File: config.mk
export PLATFORM = sky130hd
export DESIGN_NAME = piso_tx
export DESIGN_NICKNAME = d
export VERILOG_FILES = /design/src/rtl/piso_pkg.sv /design/src/rtl/piso_bit_cnt.sv /design/src/rtl/piso_tx.sv
export SDC_FILE = /design/constraint.sdc
export NUM_CORES = 1
export LEC_CHECK = 0
export ABC_CLOCK_PERIOD_IN_PS = 2300
export BUFFER_PORTS_ARGS = -buffer_cell sky130_fd_sc_hd__buf_2
export CORE_AREA = 5 5 42 44
export DETAILED_ROUTE_END_ITERATION = 6
export DIE_AREA = 0 0 47 49
export SLEW_MARGIN = 20
export SYNTH_ARGS = -nofsm -noshare
export SYNTH_HDL_FRONTEND = slang
export SYNTH_SLANG_ARGS = --single-unit
File: constraint.sdc
create_clock -name clk -period 2.3 [get_ports clk]
set_clock_uncertainty 0.1 [all_clocks]
set_input_delay 0.115 -clock clk [delete_from_list [all_inputs] [get_ports clk]]
set_output_delay 0.115 -clock clk [all_outputs]
set_load 0.005 [all_outputs]
File: src/rtl/piso_pkg.sv
// piso_pkg: shared state encoding and count-width helper for the PISO/SIPO pair
package piso_pkg;
  typedef enum logic {ST_IDLE, ST_SHIFT} state_t;
  function automatic int cnt_w(input int w);
    return (w < 2) ? 1 : $clog2(w);
  endfunction
endpackage

File: src/rtl/piso_bit_cnt.sv
// piso_bit_cnt: modulo-WIDTH bit counter with clear, enable and last-bit flag
module piso_bit_cnt
  import piso_pkg::*;
#(
  parameter int WIDTH = 4
) (
  input  logic clk,
  input  logic rst,
  input  logic clr,
  input  logic en,
  output logic last
);
  localparam int CW = cnt_w(WIDTH);
  logic [CW-1:0] cnt;
  assign last = cnt == CW'(WIDTH - 1);
  always_ff @(posedge clk)
    if (rst || clr) cnt <= '0;
    else if (en) cnt <= last ? '0 : cnt + 1'b1;
endmodule

File: src/rtl/piso_tx.sv
// piso_tx: parallel-in serial-out transmitter with valid/ready load and done pulse
module piso_tx
  import piso_pkg::*;
#(
  parameter int WIDTH     = 4,
  parameter bit MSB_FIRST = 1
) (
  input  logic             clk,
  input  logic             rst,
  input  logic             load_valid,
  output logic             load_ready,
  input  logic [WIDTH-1:0] parallel_in,
  output logic             serial_out,
  output logic             serial_valid,
  output logic             busy,
  output logic             done
);
  state_t state;
  logic [WIDTH-1:0] sr;
  logic last, take;
  assign busy         = state == ST_SHIFT;
  assign serial_valid = busy;
  assign done         = busy && last;
  assign load_ready   = !rst && (!busy || last);
  assign take         = load_valid && load_ready;
  assign serial_out   = busy && (MSB_FIRST ? sr[WIDTH-1] : sr[0]);
  piso_bit_cnt #(.WIDTH(WIDTH)) u_cnt (
    .clk  (clk),
    .rst  (rst),
    .clr  (take),
    .en   (busy),
    .last (last)
  );
  always_ff @(posedge clk)
    if (rst) begin
      state <= ST_IDLE;
      sr    <= '0;
    end else if (take) begin
      state <= ST_SHIFT;
      sr    <= parallel_in;
    end else if (busy) begin
      sr    <= MSB_FIRST ? {sr[WIDTH-2:0], 1'b0} : {1'b0, sr[WIDTH-1:1]};
      state <= last ? ST_IDLE : ST_SHIFT;
    end
endmodule

==> impl_results.md, run 1 <==
* # hold bufs at CTS at 0
* DRC at 0
* WS Path Type: reg2out
* Vias per Instance at 4.56
* Critical Path Sink Type: primary output
* Nets at ~60
* Max Cap Violations at 0
* Remaining global-route overflow at 0
* Post-synthesis sequential area ratio at 38.4%
* Share of layout cells above drive strength 1 at about a third
* Final setup violating endpoints at 0
* DR vias at 301
* Final count of hold timing violations at 0
* Clock power share at about two fifths
* Crit start category: flop
* Worst path arrival time at approximately 1.3 ns
* Minimum clock period at 1.49 ns
* Combinational power share at a little over an eighth
* CTS tree: yes
* GP Congestion at ~0.67
* N_diodes at 0
* Flop pwr share at 47.3%
* Skew-Pair Late Insertion Delay at ~0.26 ns
* CTS clock-pin slew for the worst setup and hold paths at approximately 0.060 ns
* First-pass GRT wire length at ~1200 um
* Synth Cell Area at ~370 um^2
* Placed cells at slightly above 60
* Pwr/cell area at approximately 660 nW/um^2
* Commonest non-fill, non-tap cell in the layout: buf_2
* Most frequent cells in the layout: buf_2, dfxtp_1, nor2_1
* NetSw at approximately 74 uW
* I/O Pins at 12
* Hold crit path type: in2reg
* Switching Fraction at about a quarter
* Total GRT Usage at under 10%
* Root Driver: clkbuf_4
* H-tree Lvls at 1
* Syn nets at 47
* TritonCTS Buffers at 3
* Register-to-Register Path Depth at 2
* Crit path max fanout at 5
* First-iteration detailed-routing DRC count at 4
* Die X at around 47 um
* Int Pwr at around 220 uW
* Post-CTS Setup Inserts at 0
* Synth-to-layout area growth at 20.5%
* Full die area at 2300 um^2
* Syn Area/Cell at ~9.4 um^2
* Area of the multi-input gates at 199 um^2
* VDD IR max at around 370 uV
* Layout Utilization at approximately a third
* Worst Max-Slew Pin Slew at 0.485 ns
* Pleak at between 0.00015 and 0.0002 uW
* DR pass1 iterations at 4
* CTS Buffer Depth at 2
* Synth warn at 0
* Final ANT Viol Nets at 0
* Sum Neg Setup Slack at 0 ns
* Post-route insts no fill at between 60 and 70
* R2r setup slk at roughly 0.88 ns
* Number of core rows at 14
* Status: finished, final reports clean
* Clock Sinks at 7
* Maximum clock rate at 673 MHz
* Slew Limit Fails at 0
* RSZ-0062 raised after global routing: false
* CP required at ~2.1 ns
* Port bufs at 11
* Syn Inst Count at 39
* Seq cells post-synth at 7
* Starting density of the core at 26.1%
* Storage element area at approximately 140 um^2
* Vias in the first global route at just over 300
* Number of antenna violations at the first check in global routing at 0
* Yosys cell types at 18
* DIE HEIGHT at between 40 and 50 um
* Hold depth at 2
* Filler instances at between 150 and 200
* Slew margin rel. at 67.6%
* CTS resizes at 0
* Post-route clock period utilization at approximately 65%
* Pin count of the biggest net entering global routing at 14
* Placeable Area at between 1000 and 1500 um^2
* Routed wire length at roughly 740 um
* Wirelength per Cell at ~11 um
[layout make-up]
type	instances	area share [%]
Clock buffer	4	5.97
Timing Repair Buffer	11	12.5
Sequential cell	7	31.8
Tap cell	16	4.55
Multi-Input combinational cell	28	45.2
[cell families after synthesis]
family                     count (synthesis)  synth area share [%]
buffers and inverters                      4                  7.19
and+or+nand+nor                           16                  24.7
adders and majority gates                  1                  3.42
AOI/OAI and AO/OA                          6                  12.7
DFF                                        7                  38.4
muxes                                      5                  13.7
[final timing paths]
kind / end / from
setup / recovery: load_ready / u_cnt.cnt[0]
hold / removal: sr[0] / rst
setup reg to reg: sr[1] / busy
hold reg to reg: u_cnt.cnt[1] / u_cnt.cnt[1]
[power groups by stage]
stage	registers (uW)	clock network, uW	logic, uW
after floorplan	136	0	33.8
after global placement	140	0	39.3
after detailed placement	141	0	39.2
after CTS	138	121	39.5
after global routing	139	134	43.5
final	138	115	38.6
[registers in the layout, summed over array words and instances (netlist names)]
| name | count |
|---|---|
| busy | 1 |
| sr | 4 |
| u_cnt.cnt | 2 |
[per-layer routing]
metal | part of all wire, % | global-route usage, % | up-vias
met4 | 1.6 | 9.68 | 0
li1 | - | - | 156
met5 | 0 | 0 | -
met3 | 7.5 | 3.69 | 2
met2 | 43 | 10.2 | 8
met1 | 48 | 8.35 | 135
[worst max-delay path, cell delays in order, from the launching register on]
cell,delay [ns]
dfxtp_1,0.35
ha_1,0.23
and2b_2,0.24
nor2_1,0.08
buf_2,0.11
[stage by stage]
step	power (uW)	worst slack (ns)	hold WS (ns)	area (um^2)
floorplan	170	1.06	0.232	365
global route	317	0.736	0.0359	440
finish	292	0.815	0.0231	440
detailed placement	180	0.905	0.291	414
CTS	298	0.809	0.0184	440
global placement	180	0.929	0.287	414
[cells in the mapped netlist]
master / instances / area (um^2)
buf_4: 3 / 22.5
or2b_1: 1 / 7.51
nor2b_1: 3 / 18.8
ha_1: 1 / 12.5
nor2_1: 6 / 22.5
nand2_2: 1 / 6.26
mux2i_1: 5 / 50.1
and2_2: 1 / 7.51
nor3b_1: 1 / 7.51
buf_1: 1 / 3.75
and2_1: 1 / 6.26
nand3_1: 1 / 5.00
a21oi_1: 1 / 5.00
a221oi_1: 3 / 26.3
o21a_1: 1 / 7.51
dfxtp_1: 7 / 140
and2b_2: 1 / 8.76
a211oi_1: 1 / 7.51
Note: power is estimated with default switching activity, not from simulation.
==> run 2, diff against run 1 <==
ABC_CLOCK_PERIOD_IN_PS = 1410   (was 2300)
clock period = 1.41 ns   (was 2.3 ns; I/O delays follow)
==> impl_results.md, run 2 (same netlist as run 1, synthesis figures left out) <==
* Synth-to-layout area growth at 34.9%
* Crit start category: flop
* Minimum clock period at between 1 and 1.5 ns
* RSZ-0062 raised after global routing: true
* Number of core rows at 14 (unchanged)
* Die X at 47 um (unchanged)
* Commonest non-fill, non-tap cell in the layout: buf_2
* Pleak at 0.000217 uW (+9.3%)
* Critical Path Sink Type: primary output
* CP required at 1.24 ns (-0.85 ns)
* VDD IR max at 731 uV (+96%)
* Worst path arrival time at 1.18 ns (-0.09 ns)
* Pin count of the biggest net entering global routing at 10 (-4)
* Vias in the first global route at 347 (+13%)
* N_diodes at 0 (unchanged)
* Starting density of the core at 26.1% (unchanged)
* Wirelength per Cell at 12.1 um (+8.1%)
* Largest Register: sr
* Final ANT Viol Nets at 0 (unchanged)
* Port bufs at 11 (unchanged)
* CTS clock-pin slew for the worst setup and hold paths at 0.05 ns (about the same)
* Slew Limit Fails at 0 (unchanged)
* Crit path max fanout at 5 (unchanged)
* Remaining global-route overflow at 0 (unchanged)
* Pwr/cell area at 976 nW/um^2 (+47%)
* Reg-to-Reg Start: u_cnt.cnt[0]
* GP Congestion at 0.662 (-1.3%)
* Routed wire length at 844 um (+15%)
* Placed cells at 65 (+4.8%)
* TritonCTS Buffers at 3 (unchanged)
* DR pass1 iterations at 4 (unchanged)
* Share of layout cells above drive strength 1 at 44.4% (+10 points)
* DIE HEIGHT at 49 um (unchanged)
* Crit path from: u_cnt.cnt[0]
* CTS Buffer Depth at 2 (unchanged)
* Number of antenna violations at the first check in global routing at 0 (unchanged)
* I/O Pins at 12 (unchanged)
* Final count of hold timing violations at 0 (unchanged)
* First-iteration detailed-routing DRC count at 2 (-2)
* Nets at 63 (+6.8%)
* Hold crit path type: in2reg
* Post-route insts no fill at 70 (+6.1%)
* First-pass GRT wire length at 1410 um (+15%)
* Filler instances at 160 (-5.3%)
* WS Path Type: reg2out
* Post-route clock period utilization at between 90% and 100%
* Largest register FFs at 4 (unchanged)
* Layout Utilization at 35.2% (+3.7 points)
* Root Driver: clkbuf_4
* Most frequent cells in the layout: buf_2, nor2_1, mux2i_1, dfxtp_1
* H-tree Lvls at 1 (unchanged)
* Maximum clock rate at 743 MHz
* Slew margin rel. at 83.0% (+15 points)
* Hold_sp: load_valid
* R2r setup slk at 0.10 ns (-0.78 ns)
* CTS tree: yes
* Final setup violating endpoints at 0 (unchanged)
* Total GRT Usage at 8.68% (+0.65 points)
* Skew-Pair Late Insertion Delay at 0.25 ns (about the same)
* Worst Max-Slew Pin Slew at 0.255 ns (-0.230 ns)
* Vias per Instance at 4.60 (+0.86%)
* DR vias at 322 (+7.0%)
* Status: finished, final reports clean
* DP HPWL at 624 um
* Max Cap Violations at 0 (unchanged)
* DRC at 0 (unchanged)
* Placeable Area at 1400 um^2 (unchanged)
* Clock Sinks at 7 (unchanged)
* Full die area at 2300 um^2 (unchanged)
-- run 2: metrics by stage --
stage	area [um^2]	total power (uW)	setup slack, ns	setup TNS [ns]	hold slack, ns
after detailed placement	437	301	0.0774	0	0.257
after global placement	437	299	0.135	0	0.245
after floorplan	365	277	0.172	0	0.187
after global routing	493	519	-0.00723	-0.00723	0.0516
final	493	481	0.0637	0	0.0472
after CTS	483	493	0.0270	0	0.0410
-- run 2: routing by layer --
| layer | track usage (%) | wire, um | part of all wire [%] |
|---|---|---|---|
| met5 | 0 | 0 | 0 |
| met2 | 14.0 | 440 | 52 |
| met3 | 8.49 | 103 | 12 |
| met1 | 7.52 | 299 | 35 |
| met4 | 1.84 | 0 | 0 |
-- run 2: critical path, stage by stage, from the launching register on --
cell	delay [ns]
dfxtp_4	0.36
ha_4	0.15
and2b_2	0.23
nor2_2	0.08
buf_2	0.11
-- run 2: worst paths after layout --
path / end / cells after the start
max reg2reg: sr[2] / 3
min reg2reg: sr[1] / 2
min: u_cnt.cnt[1] / 2
max: load_ready / 4
-- run 2: power by group --
group	leakage, uW	internal [uW]	switching, uW
registers	0.0000589	212	9.18
clock network	0.0000150	108	71.3
logic	0.000143	43.8	37.3
-- run 2: final cells by class --
| class | count | area (um^2) | share of cell area, % |
|---|---|---|---|
| Sequential cell | 7 | 145 | 29.4 |
| Multi-Input combinational cell | 28 | 214 | 43.4 |
| Timing Repair Buffer | 15 | 87.6 | 17.8 |
| Tap cell | 16 | 20.0 | 4.06 |
| Clock buffer | 4 | 26.3 | 5.33 |
-- run 2: what timing repair did --
| item | CTS | global route |
|---|---|---|
| pin swaps | 2 | 2 |
| hold buffers | 1 | 0 |
| gates resized for setup | 5 | 1 |
| endpoints found under the hold margin | 2 | 0 |
| endpoints found under the setup margin | 1 | 1 |
| setup buffers | 0 | 1 |
